`config.mk`:
```
export PLATFORM = sky130hd
export DESIGN_NAME = core_out_uart_tx
export DESIGN_NICKNAME = d
export VERILOG_FILES = /design/src/rtl/core_out_uart_tx.sv
export SDC_FILE = /design/constraint.sdc
export NUM_CORES = 1
export LEC_CHECK = 0
export ABC_AREA = 1
export BUFFER_PORTS_ARGS = -buffer_cell sky130_fd_sc_hd__buf_2
export CAP_MARGIN = 30
export CORE_MARGIN = 2
export CORE_UTILIZATION = 60
export DETAILED_ROUTE_END_ITERATION = 8
export PLACE_DENSITY_LB_ADDON = 0.25
export SYNTH_ARGS = -nofsm -noshare
export SYNTH_HDL_FRONTEND = slang
export SYNTH_SLANG_ARGS = --single-unit
export TNS_END_PERCENT = 50
```
`constraint.sdc`:
```
create_clock -name clock -period 3.05 [get_ports clock]
set_input_delay 0.61 -clock clock [delete_from_list [all_inputs] [get_ports clock]]
set_output_delay 0.61 -clock clock [all_outputs]
set_load 0.005 [all_outputs]
```
`src/rtl/core_out_uart_tx.sv`:
```
// Byte FIFO plus 8N1 serialiser for the core's character-output port.
// The core cannot be stalled, so excess bytes are dropped and flagged.
module core_out_uart_tx #(
    parameter int CLKS_PER_BIT = 16,
    parameter int FIFO_AW      = 4
) (
    input  logic               clock,
    input  logic               reset_n,
    input  logic               out_en,
    input  logic [7:0]         out_data,
    output logic               tx,
    output logic               busy,
    output logic               overflow,
    output logic [FIFO_AW:0]   fifo_count
);

    localparam int CW    = (CLKS_PER_BIT > 2) ? $clog2(CLKS_PER_BIT) : 1;
    localparam int CNTW  = FIFO_AW + 1;
    localparam int DEPTH = 1 << FIFO_AW;

    localparam logic [CW-1:0]      CNT_MAX = CW'(CLKS_PER_BIT - 1);
    localparam logic [CW-1:0]      CNT_ONE = CW'(1);
    localparam logic [CNTW-1:0]    FULL    = CNTW'(DEPTH);
    localparam logic [CNTW-1:0]    OCC_ONE = CNTW'(1);
    localparam logic [FIFO_AW-1:0] PTR_ONE = FIFO_AW'(1);

    typedef enum logic [1:0] {
        IDLE,
        START,
        DATA,
        STOP
    } state_t;

    state_t              state_q, state_d;
    logic [CW-1:0]       cnt_q, cnt_d;
    logic [2:0]          idx_q, idx_d;
    logic [7:0]          sh_q, sh_d;
    logic                tx_q, tx_d;
    logic                ovf_q, ovf_d;
    logic [FIFO_AW-1:0]  wptr_q, wptr_d;
    logic [FIFO_AW-1:0]  rptr_q, rptr_d;
    logic [CNTW-1:0]     count_q, count_d;
    logic [7:0]          mem_q [DEPTH];

    logic pop;
    logic push;
    logic last;
    logic full;

    assign last = (cnt_q == CNT_MAX);
    assign full = (count_q == FULL);

    always_comb begin
        state_d = state_q;
        cnt_d   = cnt_q;
        idx_d   = idx_q;
        sh_d    = sh_q;
        tx_d    = tx_q;
        pop     = 1'b0;
        unique case (state_q)
            IDLE: begin
                tx_d  = 1'b1;
                cnt_d = '0;
                if (count_q != '0) begin
                    pop     = 1'b1;
                    sh_d    = mem_q[rptr_q];
                    tx_d    = 1'b0;
                    state_d = START;
                end
            end
            START: begin
                cnt_d = last ? '0 : cnt_q + CNT_ONE;
                if (last) begin
                    tx_d    = sh_q[0];
                    idx_d   = 3'd0;
                    state_d = DATA;
                end
            end
            DATA: begin
                cnt_d = last ? '0 : cnt_q + CNT_ONE;
                if (last) begin
                    if (idx_q == 3'd7) begin
                        tx_d    = 1'b1;
                        state_d = STOP;
                    end else begin
                        sh_d  = {1'b0, sh_q[7:1]};
                        idx_d = idx_q + 3'd1;
                        tx_d  = sh_q[1];
                    end
                end
            end
            STOP: begin
                cnt_d = last ? '0 : cnt_q + CNT_ONE;
                if (last) begin
                    // Chain straight into the next frame with no idle gap.
                    if (count_q != '0) begin
                        pop     = 1'b1;
                        sh_d    = mem_q[rptr_q];
                        tx_d    = 1'b0;
                        state_d = START;
                    end else begin
                        state_d = IDLE;
                    end
                end
            end
            default: state_d = IDLE;
        endcase
    end

    // A pop on the same edge frees the slot that a push into a full FIFO needs.
    always_comb begin
        push    = out_en && (!full || pop);
        ovf_d   = ovf_q || (out_en && !push);
        wptr_d  = push ? wptr_q + PTR_ONE : wptr_q;
        rptr_d  = pop ? rptr_q + PTR_ONE : rptr_q;
        count_d = count_q;
        unique case ({push, pop})
            2'b10:   count_d = count_q + OCC_ONE;
            2'b01:   count_d = count_q - OCC_ONE;
            default: count_d = count_q;
        endcase
    end

    always_ff @(posedge clock or negedge reset_n) begin
        if (!reset_n) begin
            state_q <= IDLE;
            cnt_q   <= '0;
            idx_q   <= 3'd0;
            sh_q    <= 8'd0;
            tx_q    <= 1'b1;
            ovf_q   <= 1'b0;
            wptr_q  <= '0;
            rptr_q  <= '0;
            count_q <= '0;
        end else begin
            state_q <= state_d;
            cnt_q   <= cnt_d;
            idx_q   <= idx_d;
            sh_q    <= sh_d;
            tx_q    <= tx_d;
            ovf_q   <= ovf_d;
            wptr_q  <= wptr_d;
            rptr_q  <= rptr_d;
            count_q <= count_d;
        end
    end

    always_ff @(posedge clock) begin
        if (push) begin
            mem_q[wptr_q] <= out_data;
        end
    end

    assign tx         = tx_q;
    assign overflow   = ovf_q;
    assign fifo_count = count_q;
    assign busy       = (state_q != IDLE) || (count_q != '0);

endmodule

```
---- Word-level counts from Yosys, hierarchy flattened ----
Memories as Yosys holds them, arrays and structs flattened.
Index checks and enable logic that the tools add are counted.
word-level totals
  output and inout port bits .............. 8
  memories ................................ 1
  memory bits (writable) .................. 128
  register bits after elaboration ......... 32
operators by class
  eq/ne operators ......................... 15
  add/subtract/negate cells ............... 6
  reduce and logical (&&, ||, !) cells .... 18
  multiplexer cells ....................... 31
memory list
  memory  depth  width  read ports  clocked after memory_dff  wr ports  RTL line  source
  mem_q   16     8      1           0                         1         43        logic [7:0] mem_q [DEPTH];
operators by type and width
  operator                                                             count
  8-bit 2-to-1 mux                                                     4
  8-bit case mux with 3 select lines                                   1
  2-bit != test (second input constant)                                7
  4-bit by 1-bit adder with 4-bit output (second input constant)       3
  4-bit AND reduction                                                  3
  1-bit 2-to-1 mux                                                     11
  2-bit 2-to-1 mux                                                     5
  5-bit case mux with 2 select lines                                   1
  3-bit 2-to-1 mux                                                     3
  2-bit case mux with 4 select lines                                   1
  4-bit case mux with 2 select lines                                   1
  2-bit == test (second input constant)                                3
  3-bit case mux with 2 select lines                                   1
  2-bit nonzero test                                                   3
  5-bit by 1-bit adder with 5-bit output (second input constant)       1
  5-bit == test (second input constant)                                1
  5-bit AND reduction                                                  1
  5-bit nonzero test                                                   1
  5-bit by 1-bit subtractor with 5-bit output (second input constant)  1
  2-bit by 1-bit == test with 1-bit output (second input constant)     2
  4-bit == test (second input constant)                                1
  4-bit 2-to-1 mux                                                     1
  1-bit case mux with 4 select lines                                   1
  3-bit by 1-bit adder with 3-bit output (second input constant)       1
  8 further kinds                                                      12

---- Depth between registers and ports, before layout ----
Gate-level depths: netlist of the first run.
  word-level depth ........................ 9
  gate-level depth with buffers ........... 15
  depth with buffers taken out ............ 15

---- Worst setup path before layout of the first run ----
OpenSTA, ideal clock, no wires.
  path kind ............................... register to register
  start point ............................. register state_q[0]
  end point ............................... memory mem_q[12][0] (enable)
  data arrival time ....................... 1.920 ns
  period minus slack after synthesis ...... 2.303 ns
  cell stages (with the launch flop) ...... 9
  setup slack ............................. 0.747 ns
  setup time .............................. 0.383 ns
  data required time ...................... 2.667 ns
  cell sequence ........................... dfrtp_1 inv_1 ha_1 inv_1 nand3_4 nand3_2 nand2_4 buf_6 nor3_1
on the way
  word-level cells in the longest chain between the ends .. 6
RTL lines
  what                                                RTL line  source
  start: declaration                                  34        state_t state_q, state_d;
  start signal: assignment                            136       state_q <= state_d;
  2-bit == test or 2-bit logical NOT (tied branches)  60        unique case (state_q)
  1-bit case mux with 2 select lines (*)              60
  1-bit logical OR (*)                                112       push = out_en && (!full || pop);
  1-bit logical AND (*)                               112
  1-bit 2-to-1 mux (*)                                149       if (push) begin
  1-bit 2-to-1 mux (implied by the code) (*)          150       mem_q[wptr_q] <= out_data;
  end: declaration                                    43
Every way passes the cells marked *; elsewhere a longest branch is shown, timed or not.

---- Worst setup path in the final report of the first run ----
  start point ............................. register state_q[1]
  end point ............................... register count_q[4], in the netlist fifo_count[4]
on the way
  word-level cells in the longest chain between the ends .. 6
RTL lines
  what                                                                       RTL line  source
  2-bit == test or 2-bit logical NOT (tied branches)                         60
  1-bit case mux with 2 select lines (*)                                     60
  1-bit logical OR                                                           112
  1-bit logical AND                                                          112
  2-bit by 1-bit == test with 1-bit output or 2-bit == test (tied branches)  117       unique case ({push, pop})
  5-bit case mux with 2 select lines or 2-bit nonzero test (tied branches)   -
  end signal: assignment                                                     144       count_q <= count_d;
  end: declaration                                                           42        logic [CNTW-1:0] count_q, count_d;
Marked as above.
A chain may end at the register's enable or synchronous reset.

==> results.yml, run 1 <==
sta:
  setup_violations: 0
  fin_worst_skew_ps: 5.86
  fin_crit_sh: 0.804
  worst_pin_slew_ps: 862
  min_period_ps: 2450
  hold_violations: 0
  fin_tns_setup_ps: 0
  slew_headroom: 0.425
  fmax_mhz: 408
  drv_slew: 0
  rsz0062_at_grt: "no"
floorplanning:
  die_x_um: 112
  core_area_sq_um: 11400
  die_h_um: 112
  boundaryPins: 19
  std_cell_rows: 39
  die-area_sq_um: 12500
  start_util: 0.613
clock_tree:
  clkSinkCount: 160
  clock_latency_ps: 420
  holdBufCountCts: 0
  cts_made_buffers: 17
  tritoncts: "yes"
  cts_setup_buffers: 0
  cts_resized: 0
  cts.htree.levels: 4
  root_buffer: "clkbuf_16"
  clk_pin_slew_ps: 60
  cts_buffer_depth: 2
global_routing:
  grt-ovfl-total: 0
  grt_usage: 0.255
  grt_max_degree: 79
  grt_pass1_wl_mm: 24.1
  antenna_found_initial: 0
  grt_pass1_vias: 4678
logic_synthesis:
  ys_types: 35
  synth_top_area_cell: "edfxtp_1"
  syn_inst: 636
  synthTopCellsByCount: "edfxtp_1, nor2_1, nand2_1, nand3_1, inv_1"
  synthTopCellsByArea: "edfxtp_1, dfrtp_1, nor2_1, nand2_1, nand3_1"
  synth_edf_count: 128
  seq_area_frac_synth: 0.664
  synth_top_area_frac: 0.549
  postSynthAreaPerCell_sq_um: 11.0
  yosysMostFrequentCell: "edfxtp_1"
  ys_ff_latch: 160
  syn-num-nets: 664
  ys.flop_type: "edfxtp_1"
  yosys_warnings: 0
  ys_async_sr_fraction: 0.200
  syn_area_sq_um: 7000
flow_run:
  maxCapViolations: 0
pwr:
  comb_power_share: 0.118
  p_sw_mw: 1.30
  pwr-share-seq: 0.511
  switching_share: 0.247
  p_leak_nw: 3.07
  p_per_area_nw_per_um2: 675
  power.share.clock: 0.371
  cellInternalPower_mw: 3.97
  ir_drop_mv: 0.487
critical_path:
  crit_type: "flop to flop"
  cpMaxStageDelayCell: "dfrtp_1"
  path_delay_family: "simple AND/OR/NAND/NOR gates"
  crit_buf_inv: 4
  path_cells: "inv_1 > ha_1 > inv_1 > nand2_1 > nand3_4 > nor2_2 > inv_2 > fa_1 > nand3b_1 > nand3_1 > nand2_1 > nand2_1 > nand2_1 > nand2_1 > inv_1"
  worstSetupStartpointType: "flop"
  critPathMostFrequentCell: "nand2_1"
  critPathCaptureType: "flop"
  cp_max_fo: 8
  cp_slowest_stage_delay_ps: 420
  critPathArrivalTime_ps: 2780
  critPathRequiredTime_ps: 3370
routing:
  drt-initial-drc-count: 463
  antenna_left: 0
  via_count: 4789
  vias_per_cell: 5.85
  wire_per_inst_um: 18.6
  drtPass1Iterations: 6
  drt_wl_total_mm: 15.2
  drc_errors: 0
layout:
  diodes: 0
  areaGrowthSynthToFinish_pct: 11.5
  nets: 691
  post-route-util: 0.684
  drive_above_1_share: 0.111
  nFillCells: 823
placement:
  dp_hpwl_mm: 9.26
  place_congestion: 0.797
  port_buffers: 18
hold_path:
  hp-class: "input pin to asynchronous set/reset pin"
status:
  outcome: "completed"
## metal layers
layer	wire (um)	global-route usage
met1	6320	0.344
met3	1100	0.0464
met2	7460	0.412
met4	316	0.113
met5	0	0
## placed cells by master (no fill, tap or decap), drive strengths merged
cell type  synthesis  layout
xor2               8       8
clkinv             1       9
dfstp              1       1
clkbuf             5      21
nand4              4       4
edfxtp           128     128
nor3              14      14
a31oi              1       1
a32o               2       2
bufinv             0       2
nand2             94      94
dfrtp             31      31
inv               46      46
buf               23      36
o211ai            18      18
ha                16      16
fa                 1       1
o21ai             59      59
o21bai             1       1
nor2             110     110
nor4               1       1
nand3b             1       1
a21oi              9       9
xnor2              1       1
nand3             61      61
## registers in the layout, summed over array words and instances (netlist names)
signal	flops
mem_q	128
sh_q	8
fifo_count	5
cnt_q	4
rptr_q	4
wptr_q	4
idx_q	3
state_q	2
overflow	1
tx	1
## power by group through the flow
stage | logic [mW] | registers (mW) | clock network, mW
2_1_floorplan | 0.399 | 2.72 | 0
3_3_place_gp | 0.594 | 2.72 | 0
3_5_place_dp | 0.616 | 2.73 | 0
4_1_cts | 0.623 | 2.69 | 1.97
5_1_grt | 0.690 | 2.71 | 2.05
6_report | 0.622 | 2.69 | 1.96
## layout make-up
type | instances | area, sq um | area share
Clock inverter | 10 | 95.1 | 0.0122
Clock buffer | 21 | 440 | 0.0564
Multi-Input combinational cell | 401 | 2030 | 0.260
Tap cell | 143 | 179 | 0.0229
Timing Repair Buffer | 36 | 238 | 0.0304
Inverter | 47 | 176 | 0.0226
Sequential cell | 160 | 4650 | 0.595
## kinds of logic (layout without fill, tap and decap cells)
logic type | Yosys count | count (layout) | share of synthesized area
buffers and inverters | 75 | 114 | 0.0463
XOR/XNOR | 9 | 9 | 0.0113
flip-flops | 160 | 160 | 0.664
AO/OA/AOI/OAI | 90 | 90 | 0.0727
adder cells (fa/ha/maj) | 17 | 17 | 0.0315
AND/OR/NAND/NOR | 285 | 285 | 0.175
## per-stage QoR
stage	area (sq um)	hold WS (ps)	cells	power, mW	worst slack [ps]
floorplan	7000	314	636	3.11	747
global placement	7270	443	787	3.32	776
detailed placement	7270	456	787	3.35	629
CTS	7810	272	818	5.29	587
global route	7810	310	818	5.45	399
finish	7810	250	818	5.27	597
## path summary, 6_finish.rpt
kind                                  to  depth (start not counted)        from  slack (ps)
max                        fifo_count[4]                         15  state_q[1]         600
min                           state_q[1]                          1     reset_n         250
max reg2reg                fifo_count[4]                         15  state_q[1]         600
min reg2reg                     cnt_q[0]                          1    cnt_q[0]         460
max in group asynchronous      rptr_q[0]                          1     reset_n        2270
min in group clock              cnt_q[0]                          1    cnt_q[0]         460
Note: power is estimated with default switching activity, not from simulation.
==> inputs of run 2 (changes only) <==
ABC_AREA = 0   (was 1)
CORE_UTILIZATION = 56   (was 60)
clock period = 2.2 ns   (was 3.05 ns; I/O delays follow)
==> results.yml, run 2 <==
status:
  outcome: "finished, violations left"
  violations: "setup timing"
layout:
  layout_commonest_cell: "edfxtp_1"
  layout_common_cells: "edfxtp_1, buf_4, dfrtp_1, mux2i_1, nand2_1"
  top_register: "mem_q"
  nets: 527
  drive_above_1_share: 0.324
  areaGrowthSynthToFinish_pct: 23.1
  diodes: 0
  largest_reg_flops: 128
sta:
  worst_pin_slew_ps: 792
  hold_violations: 0
  layout_setup_ws_ps: -259
  fin_worst_skew_ps: 6.39
  rsz0062_at_grt: "yes"
  slew_headroom: 0.472
  drv_slew: 0
  min_period_ps: 2460
  fin_crit_sh: 1.12
  fmax_mhz: 407
  setup_violations: 61
  hold_slack_ps: 103
  fin_tns_setup_ps: -1350
logic_synthesis:
  synthTopCellsByArea: "edfxtp_1, dfrtp_1, mux4_2, mux2i_1, ha_1"
  synthTopCellsByCount: "edfxtp_1, dfrtp_1, mux2i_1, nand2_1, mux4_2"
  ys_async_sr_fraction: 0.200
  syn_inst: 421
  ys_ff_latch: 160
  synth_edf_count: 128
  seq_area_frac_synth: 0.680
  synth_top_area_frac: 0.562
  postSynthAreaPerCell_sq_um: 16.2
  syn-num-nets: 449
  syn_area_sq_um: 6830
  yosys_warnings: 0
  ys_types: 55
  yosysMostFrequentCell: "edfxtp_1"
  synth_top_area_cell: "edfxtp_1"
  ys.flop_type: "edfxtp_1"
hold_path:
  hp-class: "input pin to asynchronous set/reset pin"
critical_path:
  crit_path_start: "fifo_count[2]"
  cp-endpoint: "fifo_count[4]"
  r2r_setup_slack_ps: -260
  rr_endpoint: "fifo_count[4]"
  worstSetupStartpointType: "flop"
  critPathArrivalTime_ps: 2750
  crit_type: "flop to flop"
  r2r-start: "fifo_count[2]"
  reg2reg_depth: 11
  critPathRequiredTime_ps: 2490
  cp_max_fo: 4
  critPathCaptureType: "flop"
floorplanning:
  boundaryPins: 19
  start_util: 0.571
  die_x_um: 114
  die-area_sq_um: 13100
  std_cell_rows: 40
  die_h_um: 114
  core_area_sq_um: 12000
routing:
  drt-initial-drc-count: 318
  drc_errors: 0
  antenna_left: 0
  via_count: 4010
  drt_wl_total_mm: 14.8
  vias_per_cell: 6.08
  wire_per_inst_um: 22.4
  drtPass1Iterations: 4
clock_tree:
  tritoncts: "yes"
  root_buffer: "clkbuf_16"
  cts_buffer_depth: 2
  clkSinkCount: 160
  clock_latency_ps: 420
  cts.htree.levels: 4
  clk_pin_slew_ps: 70
  holdBufCountCts: 0
  cts_made_buffers: 17
placement:
  dp_slack_ps: -298
  place_congestion: 0.795
  dp_hpwl_mm: 9.32
  port_buffers: 18
global_routing:
  antenna_found_initial: 0
  grt_pass1_wl_mm: 22.9
  grt_max_degree: 33
  grt-ovfl-total: 0
  grt_usage: 0.242
  grt_pass1_vias: 4054
pwr:
  p_leak_nw: 3.01
  switching_share: 0.263
  cellInternalPower_mw: 5.96
  pwr-share-seq: 0.470
  p_sw_mw: 2.13
  p_per_area_nw_per_um2: 961
  power.share.clock: 0.357
  comb_power_share: 0.173
  ir_drop_mv: 0.763
flow_run:
  maxCapViolations: 0
-- run 2: cell types whose count changed in the layout (fill, tap and decap cells not counted), sizes merged, moves of 9 or more --
cell	previous run	this run
nor2	110	15
buf	36	78
o211ai	18	0
mux2i	0	27
mux4	0	20
o21ai	59	10
nand3	61	5
nor3	14	5
a22oi	0	12
nand2	94	26
inv	46	17
-- run 2: worst min-delay path by stage --
stage | startpoint | endpoint | cells after the start
final | reset_n | sh_q[6] | 1
after global routing | reset_n | sh_q[6] | 1
after CTS | reset_n | sh_q[6] | 1
after detailed placement | overflow | overflow | 1
after global placement | overflow | overflow | 1
after floorplan | reset_n | cnt_q[0] | 0
-- run 2: what timing repair did --
action | CTS | global route
setup endpoints to repair | 68 | 138
cloned | 0 | 1
gates resized for setup | 13 | 8
pin swaps | 6 | 7
setup buffers | 1 | 3
-- run 2: layout make-up --
class	count	area, sq um
multi-input cells	231	2240
clock inverters	14	151
clock buffers	18	429
repair buffers	78	717
fillers	759	3550
flip-flops and latches	160	4650
well taps	147	184
inverters	11	43.8
-- run 2: cell families (layout without fill, tap and decap cells) --
logic type | Yosys count | count (layout) | share of synthesized area
flops | 160 | 160 | 0.680
buf+inv | 30 | 121 | 0.0189
fa+ha+maj | 17 | 17 | 0.0322
mux | 51 | 51 | 0.113
xor+xnor | 10 | 10 | 0.0128
simple gates | 80 | 80 | 0.0639
compound gates | 73 | 73 | 0.0793
-- run 2: per-stage QoR --
step | area [sq um] | total power, mW | cells | utilization
2_1_floorplan | 6910 | 4.49 | 421 | -
5_1_grt | 8410 | 8.35 | 659 | 0.703
4_1_cts | 8340 | 8.05 | 655 | 0.697
3_3_place_gp | 7690 | 5.06 | 623 | 0.643
6_report | 8410 | 8.08 | 659 | 0.703
3_5_place_dp | 7690 | 5.13 | 623 | 0.643
-- run 2: power groups by stage --
stage	clock [mW]	combinational, mW	sequential (mW)
floorplan	0	0.707	3.78
global placement	0	1.24	3.82
detailed placement	0	1.28	3.85
CTS	2.91	1.34	3.80
global route	3.02	1.50	3.83
finish	2.88	1.40	3.80
-- run 2: metal layers --
layer	track usage	vias to the layer above	part of all wire
li1	-	1811	-
met1	0.320	2045	0.40
met2	0.398	127	0.52
met3	0.0566	27	0.061
met4	0.0846	0	0.018
met5	0	-	0
-- run 2: worst max-delay path, cell delays in order (launching register included) --
cell      delay [ps]
dfrtp_2          400
or4_4            580
nor2_8           140
nor2_4            50
nand2_4           70
inv_4             60
ha_4             260
nor2b_4          140
o21ai_2           90
and2_1           200
o221ai_1         200
o311ai_1         120
